--- src/rtl/switch_fifo.sv ---
// switch_fifo: button-driven byte queue. The push button captures the switch
// bits and the pop button moves the oldest entry onto the green LEDs. The red
// LEDs preview the head entry. Both buttons are synchronised and
// edge-detected, so each press acts exactly once.
module switch_fifo #(
    parameter int DEPTH = 8,
    parameter int WIDTH = 8
) (
    input  logic                     clk,
    input  logic                     reset,
    input  logic [WIDTH-1:0]         switches,
    input  logic                     push_button,
    input  logic                     pop_button,
    output logic [WIDTH-1:0]         green_leds,
    output logic [WIDTH-1:0]         red_leds,
    output logic [$clog2(DEPTH):0]   count,
    output logic                     empty,
    output logic                     full,
    output logic                     overflow,
    output logic                     underflow
);

    localparam int AW = $clog2(DEPTH);
    localparam int CW = AW + 1;
    localparam logic [CW-1:0] CNT_ONE  = CW'(1);
    localparam logic [CW-1:0] CNT_FULL = CW'(DEPTH);
    localparam logic [AW-1:0] PTR_ONE  = AW'(1);

    logic push_r1_q, push_r2_q, push_r3_q;
    logic push_r1_d, push_r2_d, push_r3_d;
    logic pop_r1_q, pop_r2_q, pop_r3_q;
    logic pop_r1_d, pop_r2_d, pop_r3_d;

    logic [WIDTH-1:0] mem_q [DEPTH];
    logic [AW-1:0]    wp_q, wp_d;
    logic [AW-1:0]    rp_q, rp_d;
    logic [CW-1:0]    count_q, count_d;
    logic [WIDTH-1:0] green_leds_q, green_leds_d;
    logic             overflow_q, overflow_d;
    logic             underflow_q, underflow_d;

    logic push_pulse, pop_pulse;
    logic do_push, do_pop;
    logic is_empty, is_full;

    // Synchroniser chains: three flops per button, pulse taken from the last two.
    always_comb begin
        push_r1_d = push_button;
        push_r2_d = push_r1_q;
        push_r3_d = push_r2_q;
        pop_r1_d  = pop_button;
        pop_r2_d  = pop_r1_q;
        pop_r3_d  = pop_r2_q;
    end

    assign push_pulse = push_r2_q & ~push_r3_q;
    assign pop_pulse  = pop_r2_q & ~pop_r3_q;

    assign is_empty = (count_q == '0);
    assign is_full  = (count_q == CNT_FULL);

    // A pop on a full queue frees the slot, so the simultaneous push is kept;
    // a pop on an empty queue never reads through the same-edge push.
    assign do_pop  = pop_pulse & ~is_empty;
    assign do_push = push_pulse & (~is_full | pop_pulse);

    // Next-state for pointers, occupancy, output latch and sticky error flags.
    always_comb begin
        wp_d         = wp_q;
        rp_d         = rp_q;
        count_d      = count_q;
        green_leds_d = green_leds_q;
        overflow_d   = overflow_q;
        underflow_d  = underflow_q;

        if (do_push) begin
            wp_d = wp_q + PTR_ONE;
        end
        if (do_pop) begin
            rp_d         = rp_q + PTR_ONE;
            green_leds_d = mem_q[rp_q];
        end

        case ({do_push, do_pop})
            2'b10:   count_d = count_q + CNT_ONE;
            2'b01:   count_d = count_q - CNT_ONE;
            default: count_d = count_q;
        endcase

        if (push_pulse && is_full && !pop_pulse) begin
            overflow_d = 1'b1;
        end
        if (pop_pulse && is_empty) begin
            underflow_d = 1'b1;
        end
    end

    // Control and conditioning registers, synchronously cleared by reset.
    always_ff @(posedge clk) begin
        if (!reset) begin
            push_r1_q    <= 1'b0;
            push_r2_q    <= 1'b0;
            push_r3_q    <= 1'b0;
            pop_r1_q     <= 1'b0;
            pop_r2_q     <= 1'b0;
            pop_r3_q     <= 1'b0;
            wp_q         <= '0;
            rp_q         <= '0;
            count_q      <= '0;
            green_leds_q <= '0;
            overflow_q   <= 1'b0;
            underflow_q  <= 1'b0;
        end else begin
            push_r1_q    <= push_r1_d;
            push_r2_q    <= push_r2_d;
            push_r3_q    <= push_r3_d;
            pop_r1_q     <= pop_r1_d;
            pop_r2_q     <= pop_r2_d;
            pop_r3_q     <= pop_r3_d;
            wp_q         <= wp_d;
            rp_q         <= rp_d;
            count_q      <= count_d;
            green_leds_q <= green_leds_d;
            overflow_q   <= overflow_d;
            underflow_q  <= underflow_d;
        end
    end

    // Storage array is not reset; writes are suppressed while reset is low.
    always_ff @(posedge clk) begin
        if (reset && do_push) begin
            mem_q[wp_q] <= switches;
        end
    end

    assign green_leds = green_leds_q;
    assign red_leds   = is_empty ? '0 : mem_q[rp_q];
    assign count      = count_q;
    assign empty      = is_empty;
    assign full       = is_full;
    assign overflow   = overflow_q;
    assign underflow  = underflow_q;

endmodule

--- config.mk ---
export PLATFORM = sky130hd
export DESIGN_NAME = switch_fifo
export DESIGN_NICKNAME = d
export VERILOG_FILES = /design/src/rtl/switch_fifo.sv
export SDC_FILE = /design/constraint.sdc
export NUM_CORES = 1
export LEC_CHECK = 0
export BUFFER_PORTS_ARGS = -buffer_cell sky130_fd_sc_hd__buf_2
export CAP_MARGIN = 40
export CORE_AREA = 8 8 101 103
export CTS_CLUSTER_SIZE = 25
export DETAILED_ROUTE_END_ITERATION = 12
export DIE_AREA = 0 0 109 111
export PLACE_DENSITY = 0.63
export SLEW_MARGIN = 20
export SYNTH_ARGS = -nofsm -noshare
export SYNTH_HDL_FRONTEND = slang
export SYNTH_SLANG_ARGS = --single-unit
--- constraint.sdc ---
create_clock -name clk -period 3.1 [get_ports clk]
set_input_delay 0.31 -clock clk [delete_from_list [all_inputs] [get_ports clk]]
set_output_delay 0.31 -clock clk [all_outputs]
set_load 0.1 [all_outputs]
==> impl_metrics.json, run 1 <==
{
  "die_h_um": 111,
  "critPathBufInv": 2,
  "avgSynthCellArea_sq_um": 16.3,
  "syn_to_final_growth_pct": 15.1,
  "postRouteAntennaNets": 0,
  "yosys.cell_types.count": 31,
  "final_common_cell": "edfxtp_1",
  "tightest_slew_ps": 535,
  "drt_iter0_markers": 89,
  "worstHoldPathCells": 2,
  "ys_seq_area_frac": 0.681,
  "cts-buffers-inserted": 9,
  "layout_min_cycle_time_ps": 2550,
  "synth_top_family_by_area": "multiplexers",
  "core_sq_um": 8550,
  "path_cells": "buf_4 > mux4_2 > mux2i_1 > nor2_1 > buf_2",
  "synthTopCellsByArea": "edfxtp_1, dfxtp_1, mux4_2",
  "netlist.area_leader.share": 0.523,
  "cts_tree": "yes",
  "gp_congestion": 0.713,
  "slew_headroom": 0.643,
  "rsz0062_at_grt": "false",
  "crit_type": "register to output pin",
  "dp_hpwl_um": 4580,
  "maxSlewViolCount": 0,
  "syn_inst": 225,
  "holdWs_ps": 153,
  "r2r_cells": 6,
  "n_antenna_cell": 0,
  "hold_path.class": "input port to register",
  "synth_mux_area_frac": 0.142,
  "setup_violations": 0,
  "critPathLaunchType": "register",
  "synth-seq-cells": 93,
  "synth-simple-area-share": 0.0899,
  "drive_above_1_share": 0.303,
  "grt_pass1_wl_um": 10700,
  "n_fill_cell": 722,
  "cp.depth": 5,
  "status": "finished clean",
  "max_cap_viol_count": 0,
  "cp-end-kind": "output pin",
  "track_usage": 0.119,
  "numClockSinks": 93,
  "synth_compound_area_frac": 0.0354,
  "hold_viol": 0,
  "ys_warn_count": 0,
  "synth_xor_area_frac": 0.0119,
  "clock_path_buffers": 2,
  "htreeDepth": 3,
  "cts_setup_buffers": 0,
  "vias": 1985,
  "portBuffers": 35,
  "crit_fanout": 11,
  "ir_drop_mv": 0.211,
  "yosysTopAreaCell": "edfxtp_1",
  "worst_clock_skew_ps": 11.6,
  "cts_root_buffer": "clkbuf_8",
  "critPathMaxStageDelay_ps": 660,
  "ioPinCount": 36,
  "crit_arrival_ps": 2240,
  "cp_top_family": "flip-flops",
  "die_width_um": 109,
  "p_leak_nw": 1.51,
  "cp_slowest_cell": "dfxtp_1",
  "overflow": 0,
  "syn_nets": 242,
  "drt-wirelength-per-cell_um": 17.7,
  "clk_latency_ps": 360,
  "grt_pass1_vias": 1980,
  "p_per_area_nw_per_um2": 540,
  "nets": 289,
  "cts.repair.resized": 0,
  "rows": 34,
  "antenna_found_initial": 1,
  "drc": 0,
  "reg2reg_to": "count[3]$_SDFFE_PN0P_",
  "dieArea_sq_um": 12100,
  "clkTransAtPathRegs_ps": 100,
  "viasPerCell": 5.16,
  "timing.rr.start": "pop_r3_q$_SDFF_PN0_",
  "drt-total-wl_um": 6800,
  "post_dp_cell_area_sq_um": 4040,
  "ctsHoldBuffers": 0,
  "first_pass_iters": 4,
  "synthAdderAreaFrac": 0.0170,
  "initial_utilization": 0.429,
  "final_cell_mix": "edfxtp_1, buf_2, dfxtp_1, mux2i_1, buf_4",
  "syn-cell-area_sq_um": 3670,
  "p_total_w": 0.00228,
  "critical_path_required_ps": 2790,
  "min_from": "pop_button",
  "grt_max_degree": 33,
  "fin_crit_sh": 0.823,
  "ys.flop_type": "edfxtp_1",
  "fmax_ghz": 0.392,
  "stdcell_area_sq_um": 4230,
  "hold_path_end": "pop_r1_q$_SDFF_PN0_",
  "regToRegSetupSlack_ps": 820,
  "synth-edff-count": 64,
  "synthArstFlopShare": 0
}
==> routing by layer <==
metal  up-vias  global-route usage  routed length [um]
li1        950                   -                   -
met1       974               0.152                3000
met2        46               0.181                3250
met3        13              0.0360                 413
met4         2              0.0521                 119
met5         -                   0                  16
==> Yosys cell counts (2+ instances only) <==
| cell | n |
|---|---|
| edfxtp_1 | 64 |
| o21ai_0 | 9 |
| clkbuf_1 | 3 |
| buf_2 | 6 |
| a31oi_1 | 3 |
| nand2b_1 | 4 |
| or3_1 | 2 |
| dfxtp_1 | 29 |
| ha_1 | 5 |
| nor3_1 | 6 |
| xor2_1 | 4 |
| nand2_1 | 7 |
| nand3_1 | 3 |
| nor2_1 | 10 |
| mux4_1 | 6 |
| a21oi_1 | 10 |
| nor2b_1 | 8 |
| mux4_2 | 10 |
| inv_1 | 2 |
| mux2i_1 | 14 |
| and2_1 | 10 |
==> how the worst max path moves through the flow <==
stage                          startpoint                     to  slack (ps)
global placement      pop_r3_q$_SDFF_PN0_  count[3]$_SDFFE_PN0P_         830
detailed placement    pop_r3_q$_SDFF_PN0_  count[3]$_SDFFE_PN0P_         810
finish                           register            red_leds[6]         550
floorplan           count[1]$_SDFFE_PN0P_  count[2]$_SDFFE_PN0P_        -130
CTS                              register            red_leds[2]         520
global route                     register            red_leds[7]         430
==> layout make-up <==
class | instances | area (sq um) | share of cell area
Sequential cell | 93 | 2520 | 0.595
Multi-Input combinational cell | 119 | 1110 | 0.264
Timing Repair Buffer | 47 | 265 | 0.0627
Tap cell | 108 | 135 | 0.0320
Clock buffer | 9 | 124 | 0.0293
Clock inverter | 7 | 63.8 | 0.0151
Inverter | 2 | 7.51 | 0.00178
==> stage by stage <==
stage / instances / setup TNS (ps) / setup WS [ps] / util
4_1_cts: 385 / 0 / 520 / 0.494
3_3_place_gp: 369 / 0 / 831 / 0.472
5_1_grt: 385 / 0 / 426 / 0.494
2_1_floorplan: 225 / -231 / -132 / -
3_5_place_dp: 369 / 0 / 811 / 0.472
6_report: 385 / 0 / 549 / 0.494
==> sequential cells by signal, indices dropped and copies added (netlist names), named ones only <==
signal / count
push_r2_q: 1
green_leds: 8
pop_r3_q: 1
underflow: 1
push_r1_q: 1
mem_q: 64
overflow: 1
rp_q: 3
push_r3_q: 1
pop_r2_q: 1
wp_q: 3
pop_r1_q: 1
count: 4
==> cells by family (layout without fill, tap and decap cells) <==
family | after synthesis | count (layout)
AOI/OAI and AO/OA | 24 | 24
xor gates and xnor gates | 5 | 5
adders and majority gates | 5 | 5
buffers and inverters | 13 | 65
DFF | 93 | 93
muxes | 30 | 30
and+or+nand+nor | 55 | 55
==> power breakdown <==
part           leakage [nW]  internal (W)  switching (W)
Clock                0.0907      0.000311       0.000457
Sequential            0.814       0.00133      0.0000101
Combinational         0.603     0.0000359       0.000138
No activity file was read; power rests on OpenSTA's default activity.
==> run 2, diff against run 1 <==
==> constraint.sdc (replaced) <==
create_clock -name clk -period 2.5 [get_ports clk]
set_input_delay 0.25 -clock clk [delete_from_list [all_inputs] [get_ports clk]]
set_output_delay 0.25 -clock clk [all_outputs]
set_load 0.1 [all_outputs]
==> run 2 against run 1 <==
Net effect: combinational power is 30% higher; global-route usage is 0.65 points lower; setup slack worse by 430 ps; final cell count is 0.26% higher; power is 29% higher; register-to-register slack worse by 500 ps; hold slack worse by 61 ps; clock skew is 4.2 ps higher; critical path depth is 1 higher; first-iteration DRC count is 9.0% lower; design area is 2.5% higher; sequential cell count stayed put.
==> impl_metrics.json, run 2 (synthesized netlist as in run 1, its figures left out) <==
{
  "comb_power_share": 0.077,
  "largest_reg_flops": 64,
  "critPathMaxStageDelay_ps": 580,
  "crit_type": "register to output pin",
  "multi_input_area_sq_um": 1170,
  "postRouteAntennaNets": 0,
  "cp-end-kind": "output pin",
  "final_core_util": 0.507,
  "p_per_area_nw_per_um2": 680,
  "cp_slowest_cell": "mux4_1",
  "tightest_slew_ps": 643,
  "clock_path_buffers": 2,
  "layout_min_cycle_time_ps": 2380,
  "n_fill_cell": 695,
  "ctsHoldBuffers": 0,
  "layout_setup_ws_ps": 116,
  "r2r_cells": 10,
  "cts_root_buffer": "clkbuf_8",
  "drc": 0,
  "clk_latency_ps": 360,
  "maxSlewViolCount": 0,
  "final_common_cell": "edfxtp_1",
  "rsz0062_at_grt": "false",
  "cts_tree": "yes",
  "viasPerCell": 5.20,
  "dp_slack_ps": 326,
  "setup_tns_ps": 0,
  "clkTransAtPathRegs_ps": 100,
  "status": "finished clean",
  "die_h_um": 111,
  "htreeDepth": 3,
  "pwr-share-clk": 0.359,
  "holdWs_ps": 92.0,
  "fin_crit_sh": 0.954,
  "rows": 34,
  "first_pass_iters": 4,
  "core_sq_um": 8550,
  "initial_utilization": 0.429,
  "endpoint": "red_leds[7]",
  "worst_clock_skew_ps": 15.8,
  "drive_above_1_share": 0.360,
  "setup_violations": 0,
  "p_seq_frac": 0.564,
  "die_width_um": 109,
  "power_switching_w": 0.000757,
  "antenna_found_initial": 1,
  "portBuffers": 35,
  "regMostFlops": "mem_q",
  "p_sw_frac": 0.257,
  "post_dp_cell_area_sq_um": 4100,
  "critPathLaunchType": "register",
  "nets": 290,
  "hold_path.class": "input port to register",
  "regToRegSetupSlack_ps": 320,
  "reg2reg_to": "count[2]$_SDFFE_PN0P_",
  "dp_hpwl_um": 4380,
  "ir_drop_mv": 0.318,
  "max_cap_viol_count": 0,
  "slew_headroom": 0.571,
  "crit_fanout": 16,
  "grt_pass1_wl_um": 10200,
  "crit_arrival_ps": 2130,
  "ioPinCount": 36,
  "register_area_sq_um": 2520,
  "gp_congestion": 0.709,
  "overflow": 0,
  "drt-total-wl_um": 6730,
  "drt-wirelength-per-cell_um": 17.4,
  "grt_pass1_vias": 1923,
  "drt_iter0_markers": 81,
  "timing.rr.start": "count[0]$_SDFFE_PN0P_",
  "path_cells": "buf_12 > mux4_1 > mux2i_1 > buf_4 > nor2_2 > clkbuf_4",
  "p_leak_nw": 1.54,
  "hold_viol": 0,
  "dieArea_sq_um": 12100,
  "stdcell_area_sq_um": 4330,
  "critical_path_required_ps": 2250,
  "syn_to_final_growth_pct": 18.0,
  "final_cell_mix": "edfxtp_1, buf_2, dfxtp_1, buf_4, mux2i_1",
  "grt_max_degree": 33,
  "cts-buffers-inserted": 9,
  "track_usage": 0.113,
  "internal-power_w": 0.00219,
  "numClockSinks": 93,
  "n_antenna_cell": 0,
  "vias": 2009,
  "fmax_ghz": 0.419
}
==> run 2: cell type report <==
class,count,area share
tap,108,0.0312
inverter,2,0.00173
clock inverter,7,0.0214
sequential,93,0.581
multi-input combinational,119,0.270
timing repair buffer,48,0.0664
clock buffer,9,0.0286
==> run 2: power groups by stage <==
| stage | sequential (W) | combinational [W] | clock (W) |
|---|---|---|---|
| final | 0.00166 | 0.000227 | 0.00106 |
| after global placement | 0.00170 | 0.000225 | 0 |
| after CTS | 0.00166 | 0.000228 | 0.00109 |
| after global routing | 0.00167 | 0.000239 | 0.00113 |
| after floorplan | 0.00174 | 0.000135 | 0 |
| after detailed placement | 0.00170 | 0.000227 | 0 |
==> run 2: worst max-delay path, delay by kind of cell (launching register included) <==
family | cells | cell delay (ps)
muxes | 2 | 740
and+or+nand+nor | 1 | 40
buffers and inverters | 3 | 620
DFF | 1 | 360
==> run 2: through the flow <==
step                power, W  std cells
finish               0.00295        386
global route         0.00304        386
CTS                  0.00298        386
detailed placement   0.00193        370
global placement     0.00192        370
floorplan            0.00187        225
==> run 2: how the worst min path moves through the flow <==
stage,cells after the start,to,from,slack (ps)
2_1_floorplan,0,mem_q[0][0]$_DFFE_PP_,switches[0],350
4_1_cts,2,pop_r1_q$_SDFF_PN0_,pop_button,70
6_report,2,pop_r1_q$_SDFF_PN0_,pop_button,90
3_3_place_gp,1,pop_r2_q$_SDFF_PN0_,pop_r1_q$_SDFF_PN0_,420
3_5_place_dp,1,pop_r2_q$_SDFF_PN0_,pop_r1_q$_SDFF_PN0_,420
5_1_grt,2,pop_r1_q$_SDFF_PN0_,pop_button,70
==> run 2: what timing repair did <==
item | CTS | global route
endpoints found under the hold margin | 0 | 0
gates resized for setup | 0 | 4
setup endpoints to repair | 0 | 4
setup buffers | 0 | 0
==> run 2: routing by layer <==
| metal | wire [um] | part of all wire | GRT usage | vias to the layer above |
|---|---|---|---|---|
| li1 | - | - | - | 955 |
| met1 | 3130 | 0.46 | 0.143 | 1004 |
| met2 | 3190 | 0.47 | 0.172 | 37 |
| met3 | 313 | 0.046 | 0.0355 | 11 |
| met4 | 97 | 0.014 | 0.0457 | 2 |
| met5 | 10 | 0.0015 | 0 | - |
==> run 3, diff against run 2 <==
--- a/config.mk
+++ b/config.mk
@@ -7,11 +7,11 @@
 export LEC_CHECK = 0
 export BUFFER_PORTS_ARGS = -buffer_cell sky130_fd_sc_hd__buf_2
 export CAP_MARGIN = 40
-export CORE_AREA = 8 8 101 103
+export CORE_AREA = 8 8 112 114
 export CTS_CLUSTER_SIZE = 25
 export DETAILED_ROUTE_END_ITERATION = 12
-export DIE_AREA = 0 0 109 111
-export PLACE_DENSITY = 0.63
+export DIE_AREA = 0 0 120 122
+export PLACE_DENSITY = 0.53
 export SLEW_MARGIN = 20
 export SYNTH_ARGS = -nofsm -noshare
 export SYNTH_HDL_FRONTEND = slang
==> run 3 against run 2 <==
Net effect: sequential power is essentially flat; register-to-register slack lost 30 ps; global-route usage decreased by 1.0 points; via count shrank 1.1%; routed wire length is 4.3% higher; fmax fell by 1.4%; clock power rose by 5%; design area up 0.66%; setup slack worse by 34 ps; clock skew is 9.1 ps lower; largest cell class unchanged; highest routed layer unchanged.
==> impl_metrics.json, run 3 (synthesized netlist as in run 1, its figures left out) <==
{
  "track_usage": 0.102,
  "postRouteAntennaNets": 0,
  "status": "finished clean",
  "worst_clock_skew_ps": 6.76,
  "antenna_found_initial": 1,
  "final_common_cell": "edfxtp_1",
  "nets": 288,
  "layout_min_cycle_time_ps": 2420,
  "final_core_util": 0.408,
  "clock_path_buffers": 2,
  "comb_power_share": 0.075,
  "final_cell_mix": "edfxtp_1, buf_2, dfxtp_1",
  "p_per_area_nw_per_um2": 688,
  "p_seq_frac": 0.555,
  "cts_root_buffer": "clkbuf_8",
  "clkTransAtPathRegs_ps": 90,
  "grt_max_degree": 30,
  "overflow": 0,
  "power_switching_w": 0.000730,
  "holdWs_ps": 94.4,
  "grt_pass1_vias": 1970,
  "p_sw_frac": 0.243,
  "critical_path_required_ps": 2250,
  "grt_pass1_wl_um": 11000,
  "dp_cells": 400,
  "regMostFlops": "mem_q",
  "drive_above_1_share": 0.355,
  "crit_fanout": 16,
  "vias": 1986,
  "dp_slack_ps": 279,
  "hold_viol": 0,
  "hold_path.class": "input port to register",
  "drc": 0,
  "dieArea_sq_um": 14600,
  "rsz0062_at_grt": "false",
  "critPathLaunchType": "register",
  "final_cells": 416,
  "drt-total-wl_um": 7020,
  "cts-buffers-inserted": 9,
  "first_pass_iters": 4,
  "viasPerCell": 4.77,
  "drt_iter0_markers": 120,
  "die_h_um": 122,
  "core_sq_um": 10700,
  "die_width_um": 120,
  "setup_violations": 0,
  "portBuffers": 35,
  "setup_tns_ps": 0,
  "ctsHoldBuffers": 0,
  "numClockSinks": 93,
  "crit_arrival_ps": 2170,
  "ir_drop_mv": 0.218,
  "dp_hpwl_um": 4690,
  "initial_utilization": 0.343,
  "drt-wirelength-per-cell_um": 16.9,
  "cp-end-kind": "output pin",
  "ioPinCount": 36,
  "rows": 38,
  "htreeDepth": 3,
  "clk_latency_ps": 360,
  "pwr-share-clk": 0.370,
  "fmax_ghz": 0.414,
  "p_leak_nw": 1.54,
  "n_antenna_cell": 0,
  "crit_type": "register to output pin",
  "n_fill_cell": 994,
  "gp_congestion": 0.701,
  "maxSlewViolCount": 0,
  "slew_headroom": 0.611,
  "layout_setup_ws_ps": 81.8,
  "cts_tree": "yes",
  "syn_to_final_growth_pct": 18.8,
  "internal-power_w": 0.00227,
  "tightest_slew_ps": 582,
  "max_cap_viol_count": 0,
  "fin_crit_sh": 0.967,
  "largest_reg_flops": 64
}
[run 3: worst paths after layout]
path                         start                     to  slack, ps  cells after the start
max                       register            red_leds[2]         80                      5
min                    push_button   push_r1_q$_SDFF_PN0_         90                      2
max reg2reg  count[0]$_SDFFE_PN0P_  count[2]$_SDFFE_PN0P_        290                     10
min reg2reg   push_r1_q$_SDFF_PN0_   push_r2_q$_SDFF_PN0_        440                      1
[run 3: area by class of cell]
cell class                      instances  area (sq um)  share of cell area
Inverter                                2          7.51             0.00172
Clock buffer                            9           124              0.0284
Tap cell                              140           175              0.0402
Sequential cell                        93          2520               0.577
Clock inverter                          7          95.1              0.0218
Multi-Input combinational cell        119          1170               0.269
Timing Repair Buffer                   46           270              0.0620
[run 3: stage by stage]
step | total power (W) | cell area, sq um
final | 0.00300 | 4360
after global routing | 0.00311 | 4360
after CTS | 0.00304 | 4350
after detailed placement | 0.00193 | 4130
after global placement | 0.00192 | 4130
after floorplan | 0.00187 | 3760
[run 3: repair_timing]
| item | 4_1_cts | 5_1_grt |
|---|---|---|
| endpoints found under the setup margin | 1 | 3 |
| resized for setup | 1 | 3 |
| buffers inserted | 0 | 0 |
| pin swaps | 0 | 0 |
[run 3: power by group through the flow]
stage	Combinational [W]	Clock (W)	Sequential (W)
2_1_floorplan	0.000135	0	0.00174
3_3_place_gp	0.000225	0	0.00170
3_5_place_dp	0.000226	0	0.00170
4_1_cts	0.000227	0.00115	0.00166
5_1_grt	0.000239	0.00120	0.00167
6_report	0.000225	0.00111	0.00166
[run 3: per-layer routing]
layer | track usage | wire length, um | vias to the layer above
met2 | 0.158 | 3200 | 34
met5 | 0 | 12 | -
met4 | 0.0492 | 110 | 2
li1 | - | - | 947
met3 | 0.0384 | 367 | 12
met1 | 0.125 | 3330 | 991
[run 3: worst max-delay path, stage by stage, from the launching register on]
cell and delay [ps]:
dfxtp_1 370, buf_12 180, mux4_1 600, mux2i_2 270
nor2_2 70, buf_2 300
